--- src/rtl/mul_pkg.sv ---
// Shared types and helpers for the Booth / Wallace multiplier pipeline.
// Op encoding, Booth digit encoding, and CSA tree sizing functions.
package mul_pkg;

    typedef enum logic [1:0] {
        OP_MUL    = 2'b00,
        OP_MULH   = 2'b01,
        OP_MULHSU = 2'b10,
        OP_MULHU  = 2'b11
    } mul_op_t;

    typedef enum logic [2:0] {
        ZERO = 3'd0,
        POS1 = 3'd1,
        POS2 = 3'd2,
        NEG1 = 3'd3,
        NEG2 = 3'd4
    } booth_dig_t;

    function automatic booth_dig_t booth_sel(input logic [2:0] win);
        booth_dig_t d;
        unique case (win)
            3'b001, 3'b010: d = POS1;
            3'b011:         d = POS2;
            3'b100:         d = NEG2;
            3'b101, 3'b110: d = NEG1;
            default:        d = ZERO;
        endcase
        return d;
    endfunction

    // Rows left after lvl levels of 3:2 compression starting from r0 rows.
    function automatic int csa_rows(input int r0, input int lvl);
        int n;
        n = r0;
        for (int i = 0; i < lvl; i++) n = n - n / 3;
        return n;
    endfunction

    function automatic int csa_levels(input int r0);
        int n;
        int l;
        n = r0;
        l = 0;
        while (n > 2) begin
            n = n - n / 3;
            l++;
        end
        return l;
    endfunction

endpackage

--- src/rtl/booth_pp_gen.sv ---
// One radix-4 Booth partial product from the extended multiplicand.
// Negative digits return ~X; the +1 is reported on neg for the tree.
module booth_pp_gen #(
    parameter int XLEN = 32
) (
    input  logic [XLEN+1:0] ax,
    input  logic [2:0]      win,
    output logic [XLEN+2:0] pp,
    output logic            neg
);
    import mul_pkg::*;

    booth_dig_t      dig;
    logic [XLEN+2:0] a1;
    logic [XLEN+2:0] a2;

    assign dig = booth_sel(win);
    assign a1  = {ax[XLEN+1], ax};
    assign a2  = {ax, 1'b0};

    always_comb begin
        pp  = '0;
        neg = 1'b0;
        unique case (dig)
            POS1: pp = a1;
            POS2: pp = a2;
            NEG1: begin
                pp  = ~a1;
                neg = 1'b1;
            end
            NEG2: begin
                pp  = ~a2;
                neg = 1'b1;
            end
            default: pp = '0;
        endcase
    end

endmodule

--- src/rtl/booth_mul_pipe.sv ---
// Pipelined radix-4 Booth / Wallace multiplier (MUL/MULH/MULHSU/MULHU).
// Define MUL_FLUSH_EN to add the flush input that kills in-flight ops.
module booth_mul_pipe #(
    parameter int XLEN   = 32,
    parameter int STAGES = 3,
    parameter int TAG_W  = 5
) (
    input  logic             clk,
    input  logic             rst_n,
    input  logic             stall,
    input  logic             in_valid,
    input  logic [XLEN-1:0]  in_a,
    input  logic [XLEN-1:0]  in_b,
    input  logic [1:0]       in_op,
    input  logic [TAG_W-1:0] in_tag,
`ifdef MUL_FLUSH_EN
    input  logic             flush,
`endif
    output logic             out_valid,
    output logic [XLEN-1:0]  out_p,
    output logic [TAG_W-1:0] out_tag,
    output logic             busy
);
    import mul_pkg::*;

    localparam int P   = 2 * XLEN;
    localparam int NPP = XLEN / 2 + 1;
    localparam int R   = NPP + 1;
    localparam int NL  = csa_levels(R);
    localparam int NC  = (STAGES > 1) ? STAGES - 1 : 1;

    mul_op_t         op_in;
    logic            a_sx;
    logic            b_sx;
    logic [XLEN+1:0] ax;
    logic [XLEN+1:0] bx;
    logic [XLEN+2:0] pp [NPP];
    logic [NPP-1:0]  neg;
    logic [P-1:0]    hot;
    logic            kill;

    logic [P-1:0]    st_in  [NC][R];
    logic [P-1:0]    st_out [NC][R];

    logic [NC-1:0]   pv;
    mul_op_t         pop  [NC];
    logic [TAG_W-1:0] ptag [NC];
    logic [P-1:0]    prow [NC][R];

    logic            l_v;
    mul_op_t         l_op;
    logic [TAG_W-1:0] l_tag;
    logic [P-1:0]    l_s;
    logic [P-1:0]    l_c;
    logic [P-1:0]    prod;
    logic [XLEN-1:0] res;

`ifdef MUL_FLUSH_EN
    assign kill = flush;
`else
    assign kill = 1'b0;
`endif

    assign op_in = mul_op_t'(in_op);
    assign a_sx  = (op_in == OP_MULH) || (op_in == OP_MULHSU);
    assign b_sx  = (op_in == OP_MULH);
    assign ax    = {{2{a_sx & in_a[XLEN-1]}}, in_a};
    assign bx    = {{2{b_sx & in_b[XLEN-1]}}, in_b};

    for (genvar i = 0; i < NPP; i++) begin : g_pp
        logic [2:0] win;
        if (i == 0) begin : g_w0
            assign win = {bx[1:0], 1'b0};
        end else begin : g_wn
            assign win = bx[2*i+1:2*i-1];
        end
        booth_pp_gen #(.XLEN(XLEN)) u_pp (
            .ax  (ax),
            .win (win),
            .pp  (pp[i]),
            .neg (neg[i])
        );
        assign st_in[0][i] = {{(P-XLEN-3){pp[i][XLEN+2]}}, pp[i]} << (2 * i);
    end

    // The +1 of every negated row is collected into one extra tree row.
    always_comb begin
        hot = '0;
        for (int i = 0; i < NPP; i++) hot[2*i] = neg[i];
    end
    assign st_in[0][NPP] = hot;

    for (genvar k = 0; k < NC; k++) begin : g_st
        localparam int L0  = k * NL / NC;
        localparam int L1  = (k + 1) * NL / NC;
        localparam int NLV = L1 - L0;

        logic [P-1:0] sl [0:NLV][0:R-1];

        if (k > 0) begin : g_in
            assign st_in[k] = prow[k-1];
        end
        assign sl[0] = st_in[k];

        for (genvar l = 0; l < NLV; l++) begin : g_lv
            localparam int N  = csa_rows(R, L0 + l);
            localparam int N3 = N / 3;
            localparam int NN = csa_rows(R, L0 + l + 1);
            for (genvar r = 0; r < R; r++) begin : g_r
                if (r < 2 * N3) begin : g_csa
                    localparam int J = r / 2;
                    if (r % 2 == 0) begin : g_s
                        assign sl[l+1][r] = sl[l][3*J] ^ sl[l][3*J+1]
                                          ^ sl[l][3*J+2];
                    end else begin : g_c
                        assign sl[l+1][r] =
                            ((sl[l][3*J]   & sl[l][3*J+1])
                           | (sl[l][3*J]   & sl[l][3*J+2])
                           | (sl[l][3*J+1] & sl[l][3*J+2])) << 1;
                    end
                end else if (r < NN) begin : g_pass
                    assign sl[l+1][r] = sl[l][r+N3];
                end else begin : g_idle
                    assign sl[l+1][r] = sl[l][r];
                end
            end
        end

        assign st_out[k] = sl[NLV];
    end

    if (STAGES > 1) begin : g_last_reg
        assign l_v   = pv[NC-1];
        assign l_op  = pop[NC-1];
        assign l_tag = ptag[NC-1];
        assign l_s   = prow[NC-1][0];
        assign l_c   = prow[NC-1][1];
        assign busy  = (|pv) | out_valid;
    end else begin : g_last_comb
        assign l_v   = in_valid;
        assign l_op  = op_in;
        assign l_tag = in_tag;
        assign l_s   = st_out[0][0];
        assign l_c   = st_out[0][1];
        assign busy  = out_valid;
    end

    assign prod = l_s + l_c;
    assign res  = (l_op == OP_MUL) ? prod[XLEN-1:0] : prod[P-1:XLEN];

    // Output data only reloads on a valid op so it holds across bubbles.
    always_ff @(posedge clk) begin
        if (!rst_n) begin
            pv        <= '0;
            out_valid <= 1'b0;
            out_p     <= '0;
            out_tag   <= '0;
            for (int k = 0; k < NC; k++) begin
                pop[k]  <= OP_MUL;
                ptag[k] <= '0;
                for (int r = 0; r < R; r++) prow[k][r] <= '0;
            end
        end else if (kill) begin
            pv        <= '0;
            out_valid <= 1'b0;
        end else if (!stall) begin
            pv[0]   <= in_valid;
            pop[0]  <= op_in;
            ptag[0] <= in_tag;
            prow[0] <= st_out[0];
            for (int k = 1; k < NC; k++) begin
                pv[k]   <= pv[k-1];
                pop[k]  <= pop[k-1];
                ptag[k] <= ptag[k-1];
                prow[k] <= st_out[k];
            end
            out_valid <= l_v;
            if (l_v) begin
                out_p   <= res;
                out_tag <= l_tag;
            end
        end
    end

endmodule
--- config.mk ---
export PLATFORM = sky130hd
export DESIGN_NAME = booth_mul_pipe
export DESIGN_NICKNAME = d
export VERILOG_FILES = /design/src/rtl/mul_pkg.sv /design/src/rtl/booth_pp_gen.sv /design/src/rtl/booth_mul_pipe.sv
export SDC_FILE = /design/constraint.sdc
export NUM_CORES = 2
export LEC_CHECK = 0
export CORE_ASPECT_RATIO = 1.25
export CORE_MARGIN = 5
export CORE_UTILIZATION = 59
export DETAILED_ROUTE_END_ITERATION = 7
export PLACE_DENSITY = 0.84
export RECOVER_POWER = 50
export SLEW_MARGIN = 20
export SYNTH_ARGS = -nofsm -noshare
export SYNTH_HDL_FRONTEND = slang
export SYNTH_SLANG_ARGS = --single-unit
--- constraint.sdc ---
create_clock -name clk -period 11.7 [get_ports clk]
set_input_delay 2.34 -clock clk [delete_from_list [all_inputs] [get_ports clk]]
set_output_delay 2.34 -clock clk [all_outputs]
set_load 0.02 [all_outputs]
==> run_summary.xml <==
<?xml version="1.0" encoding="UTF-8"?>
<metrics>
  <group name="outcome">
    <metric name="status" unit="">complete, but fails checks</metric>
    <metric name="violations" unit="">max-capacitance violations, max-slew violations</metric>
  </group>
  <group name="global_route">
    <metric name="grt_start_max_net_pins" unit="">187</metric>
    <metric name="first_global_vias" unit="">38860</metric>
    <metric name="global_route_wire_length_before_repair" unit="µm">232900</metric>
    <metric name="globalRouteOverflowTotal" unit="">0</metric>
    <metric name="antenna_violations_before_repair" unit="">4</metric>
    <metric name="grtUsageTotal" unit="">0.3384</metric>
  </group>
  <group name="final_layout">
    <metric name="final_net_count" unit="">5664</metric>
    <metric name="multiInputGateArea" unit="µm²">31930</metric>
    <metric name="syn_to_final_growth" unit="%">5.969</metric>
    <metric name="seq_area" unit="µm²">13260</metric>
    <metric name="layout-drive-gt1-share" unit="">0.04970</metric>
    <metric name="final.fill_count" unit="">6396</metric>
  </group>
  <group name="die">
    <metric name="core" unit="µm²">81690</metric>
    <metric name="horizontal_die_dimension" unit="µm">267.0</metric>
    <metric name="area_enclosed_by_the_die_boundary" unit="µm²">88420</metric>
    <metric name="floorplan.initialDensity" unit="">0.5961</metric>
    <metric name="die_y" unit="µm">331.2</metric>
    <metric name="rows" unit="">117</metric>
    <metric name="io-pin-count" unit="">114</metric>
  </group>
  <group name="drt">
    <metric name="remaining_drc_errors" unit="">0</metric>
    <metric name="drt-wirelength-per-cell" unit="µm">25.54</metric>
    <metric name="via_per_inst" unit="">6.518</metric>
    <metric name="dr_total_vias" unit="">38860</metric>
    <metric name="ant_nets" unit="">0</metric>
    <metric name="drt-total-wl" unit="µm">152300</metric>
    <metric name="dr.first_iter.drc_count" unit="">5991</metric>
    <metric name="detail_route.first_pass.iterations" unit="">8</metric>
  </group>
  <group name="pwr">
    <metric name="worst_ir_drop_vdd" unit="mV">0.1131</metric>
    <metric name="sequentialPowerShare" unit="">0.264</metric>
    <metric name="power_density" unit="nW/µm²">181.2</metric>
    <metric name="clkPwrFrac" unit="">0.156</metric>
    <metric name="p_comb_frac" unit="">0.581</metric>
    <metric name="p_switching" unit="µW">4117</metric>
    <metric name="static_power_due_to_leakage" unit="µW">0.02153</metric>
    <metric name="cellInternalPower" unit="µW">5235</metric>
    <metric name="power_switching_share" unit="">0.4403</metric>
  </group>
  <group name="placement">
    <metric name="dpl.hpwl" unit="µm">103900</metric>
    <metric name="placement.setup.worst_slack" unit="ns">3.392</metric>
    <metric name="place.port_buffers" unit="">113</metric>
    <metric name="gp_congestion" unit="">1.004</metric>
  </group>
  <group name="clocking">
    <metric name="postCtsSetupRepairBufs" unit="">0</metric>
    <metric name="clock_tree.buffer_depth" unit="">3</metric>
    <metric name="tritoncts.num_buffers" unit="">44</metric>
    <metric name="cts_resized" unit="">0</metric>
    <metric name="cts_hold_repair.buffers" unit="">0</metric>
    <metric name="cts_root_buf" unit="">sky130_fd_sc_hd__clkbuf_16</metric>
    <metric name="cts_tree" unit="">built</metric>
    <metric name="htreeDepth" unit="">2</metric>
    <metric name="clk-insertion-delay-late" unit="ns">0.60</metric>
    <metric name="clk_sinks" unit="">455</metric>
    <metric name="worst_setup_hold_path_clk_slew" unit="ns">0.06</metric>
  </group>
  <group name="logic_synthesis">
    <metric name="synth-seq-cells" unit="">455</metric>
    <metric name="synth.yosys.warnings" unit="">0</metric>
    <metric name="largest_family_of_logic_cells_by_synthesized_area" unit="">adder cells</metric>
    <metric name="asyncSetResetFlopFracSynth" unit="">0</metric>
    <metric name="synthTopCellsByArea" unit="">sky130_fd_sc_hd__edfxtp_1, sky130_fd_sc_hd__fa_1, sky130_fd_sc_hd__xnor2_1</metric>
    <metric name="synth-edff-count" unit="">415</metric>
    <metric name="synth_adder_area_share" unit="">0.2770</metric>
    <metric name="syn-instance-count" unit="">5108</metric>
    <metric name="synth_xor_area_frac" unit="">0.1047</metric>
    <metric name="area_fraction_in_and_or_nand_and_nor_cells_after_synthesis" unit="">0.1158</metric>
    <metric name="synth_top_flop_cell" unit="">sky130_fd_sc_hd__edfxtp_1</metric>
    <metric name="synthDistinctLibCells" unit="">67</metric>
    <metric name="syn_avg_cell_area" unit="µm²">9.533</metric>
    <metric name="synth_nets" unit="">5919</metric>
    <metric name="yosysTopAreaCellShare" unit="">0.2559</metric>
    <metric name="yosysTopAreaCell" unit="">sky130_fd_sc_hd__edfxtp_1</metric>
    <metric name="synth_compound_area_frac" unit="">0.1491</metric>
    <metric name="syn_std_cell_area" unit="µm²">48700</metric>
    <metric name="seq_area_frac_synth" unit="">0.2724</metric>
    <metric name="synthMuxAreaShare" unit="">0.001053</metric>
  </group>
  <group name="critical_path">
    <metric name="start_kind" unit="">input pin</metric>
    <metric name="crit_path_max_delay_cell_type" unit="">sky130_fd_sc_hd__clkbuf_1</metric>
    <metric name="crit_chain" unit="">dlygate4sd3_1, clkbuf_1, inv_1, nor2_1, clkbuf_1, buf_4, and2_1</metric>
    <metric name="end_kind" unit="">register</metric>
    <metric name="worstPathMaxFanout" unit="">106</metric>
    <metric name="cp.required" unit="ns">12.08</metric>
    <metric name="critical_path_arrival" unit="ns">9.40</metric>
    <metric name="crit_path_max_incr_delay" unit="ns">2.71</metric>
    <metric name="critical-path-top-cell-by-count" unit="">sky130_fd_sc_hd__clkbuf_1</metric>
    <metric name="r2r_setup_slack" unit="ns">7.54</metric>
    <metric name="path_class" unit="">input pin to register</metric>
  </group>
  <group name="timing">
    <metric name="max_slew.worst_pin.slew" unit="ns">3.835</metric>
    <metric name="skew" unit="ns">0.01626</metric>
    <metric name="number_of_hold_slack_violations_in_the_final_timing_report" unit="">0</metric>
    <metric name="max-slew-margin-rel" unit="">-1.563</metric>
    <metric name="layout_worst_path_cycle_share" unit="">0.7715</metric>
    <metric name="rsz0062_at_grt" unit="">no</metric>
    <metric name="setup_tns" unit="ns">0</metric>
    <metric name="max_freq" unit="GHz">0.1108</metric>
    <metric name="finalMaxSlewViolations" unit="">397</metric>
    <metric name="post-route-worst-setup-slack" unit="ns">2.674</metric>
    <metric name="setup_violations" unit="">0</metric>
    <metric name="finalCriticalPeriod" unit="ns">9.026</metric>
  </group>
  <group name="job">
    <metric name="max_cap_violations" unit="">6</metric>
  </group>
  <group name="worst_hold_path">
    <metric name="path_class_of_the_lowest_slack_min_delay_path" unit="">register to register</metric>
  </group>
</metrics>
-- sequential cells by signal, summed over array words and instances, names as in the netlist --
signal,flops
ptag,10
out_p,32
out_tag,5
pv,2
pop,4
prow,401
out_valid,1
-- cell families (layout without fill, tap and decap cells) --
group	count (synthesis)	count (layout)
xor+xnor	582	582
mux	5	5
other cells	1	3
simple gates	1187	1187
fa+ha+maj	736	736
buf+inv	1037	818
compound gates	1105	1105
flops	455	455
-- final timing paths --
check                               from                          to  cells past startpoint
max                                rst_n  prow[0][934]$_SDFFCE_PN0P_                      7
min              out_tag[0]$_SDFFE_PN0P_     out_tag[0]$_SDFFE_PN0P_                      2
max reg2reg  prow[1][1090]$_SDFFCE_PN0P_      out_p[29]$_SDFFE_PN0P_                     11
min reg2reg      out_tag[0]$_SDFFE_PN0P_     out_tag[0]$_SDFFE_PN0P_                      2
-- cells in the mapped netlist, drive strengths merged (28+ instances only) --
master and n:
clkbuf 424, a21oi 228, fa 570, nor2 517
a211oi 146, nand3 28, xnor2 299, dfxtp 40
inv 542, o21ai 254, and2 355, edfxtp 415
o221ai 46, xor2 283, o22ai 80, ha 166
a221o 38, a22oi 169, nand2 180, buf 71
-- cells in the final DEF, fill, tap and decap left out, drive strengths merged, types with 20 or more instances in the layout --
cell / n
inv: 547
nand4: 20
a22oi: 169
o22ai: 80
clkdlybuf4s50: 25
a221oi: 21
edfxtp: 415
dlygate4sd3: 41
ha: 166
buf: 123
nand2: 180
and3: 22
dfxtp: 40
nor2: 517
a211oi: 146
o221ai: 46
xor2: 283
a221o: 38
clkbuf: 55
fa: 570
a21o: 27
a31oi: 21
nand3: 28
and2: 355
a21oi: 228
xnor2: 299
o21ai: 254
-- layout make-up --
type	instances	share of cell area
multi-input cells	3616	0.6187
repair buffers	194	0.03082
flip-flops and latches	455	0.2570
well taps	1071	0.02597
diodes	2	0.00009699
clock buffers	50	0.02219
inverters	542	0.03942
clock inverters	32	0.005771
-- through the flow --
step	power, µW	cells	cell area, µm²	hold WS [ns]	utilization
3_5_place_dp	7774	5874	50090	0.4497	0.6131
4_1_cts	9273	5956	51530	0.4588	0.6308
2_1_floorplan	5993	5108	48700	0.4713	-
5_1_grt	10140	5960	51600	0.4841	0.6317
6_report	9352	5962	51600	0.4519	0.6317
3_3_place_gp	7459	5874	50090	0.4425	0.6131
-- per-layer routing --
layer | part of all wire | wire length (µm) | vias to the layer above | track usage
met3 | 0.14 | 21390 | 727 | 0.1077
met1 | 0.35 | 53080 | 18570 | 0.4353
li1 | - | - | 16450 | -
met2 | 0.44 | 66840 | 3113 | 0.5130
met5 | 0.00039 | 59 | - | 0
met4 | 0.072 | 10920 | 4 | 0.1806
-- critical path, delay by kind of cell --
family | cells | cell delay (ns)
and+or+nand+nor | 2 | 1.04
buffers and inverters | 5 | 5.87
-- power groups by stage --
stage | sequential [µW] | clock [µW] | combinational [µW]
6_report | 2460 | 1460 | 5430
5_1_grt | 2500 | 1540 | 6110
4_1_cts | 2460 | 1480 | 5330
3_5_place_dp | 2490 | 0 | 5280
3_3_place_gp | 2480 | 0 | 4980
2_1_floorplan | 2440 | 0 | 3550
Note: power is estimated with default switching activity, not from simulation.
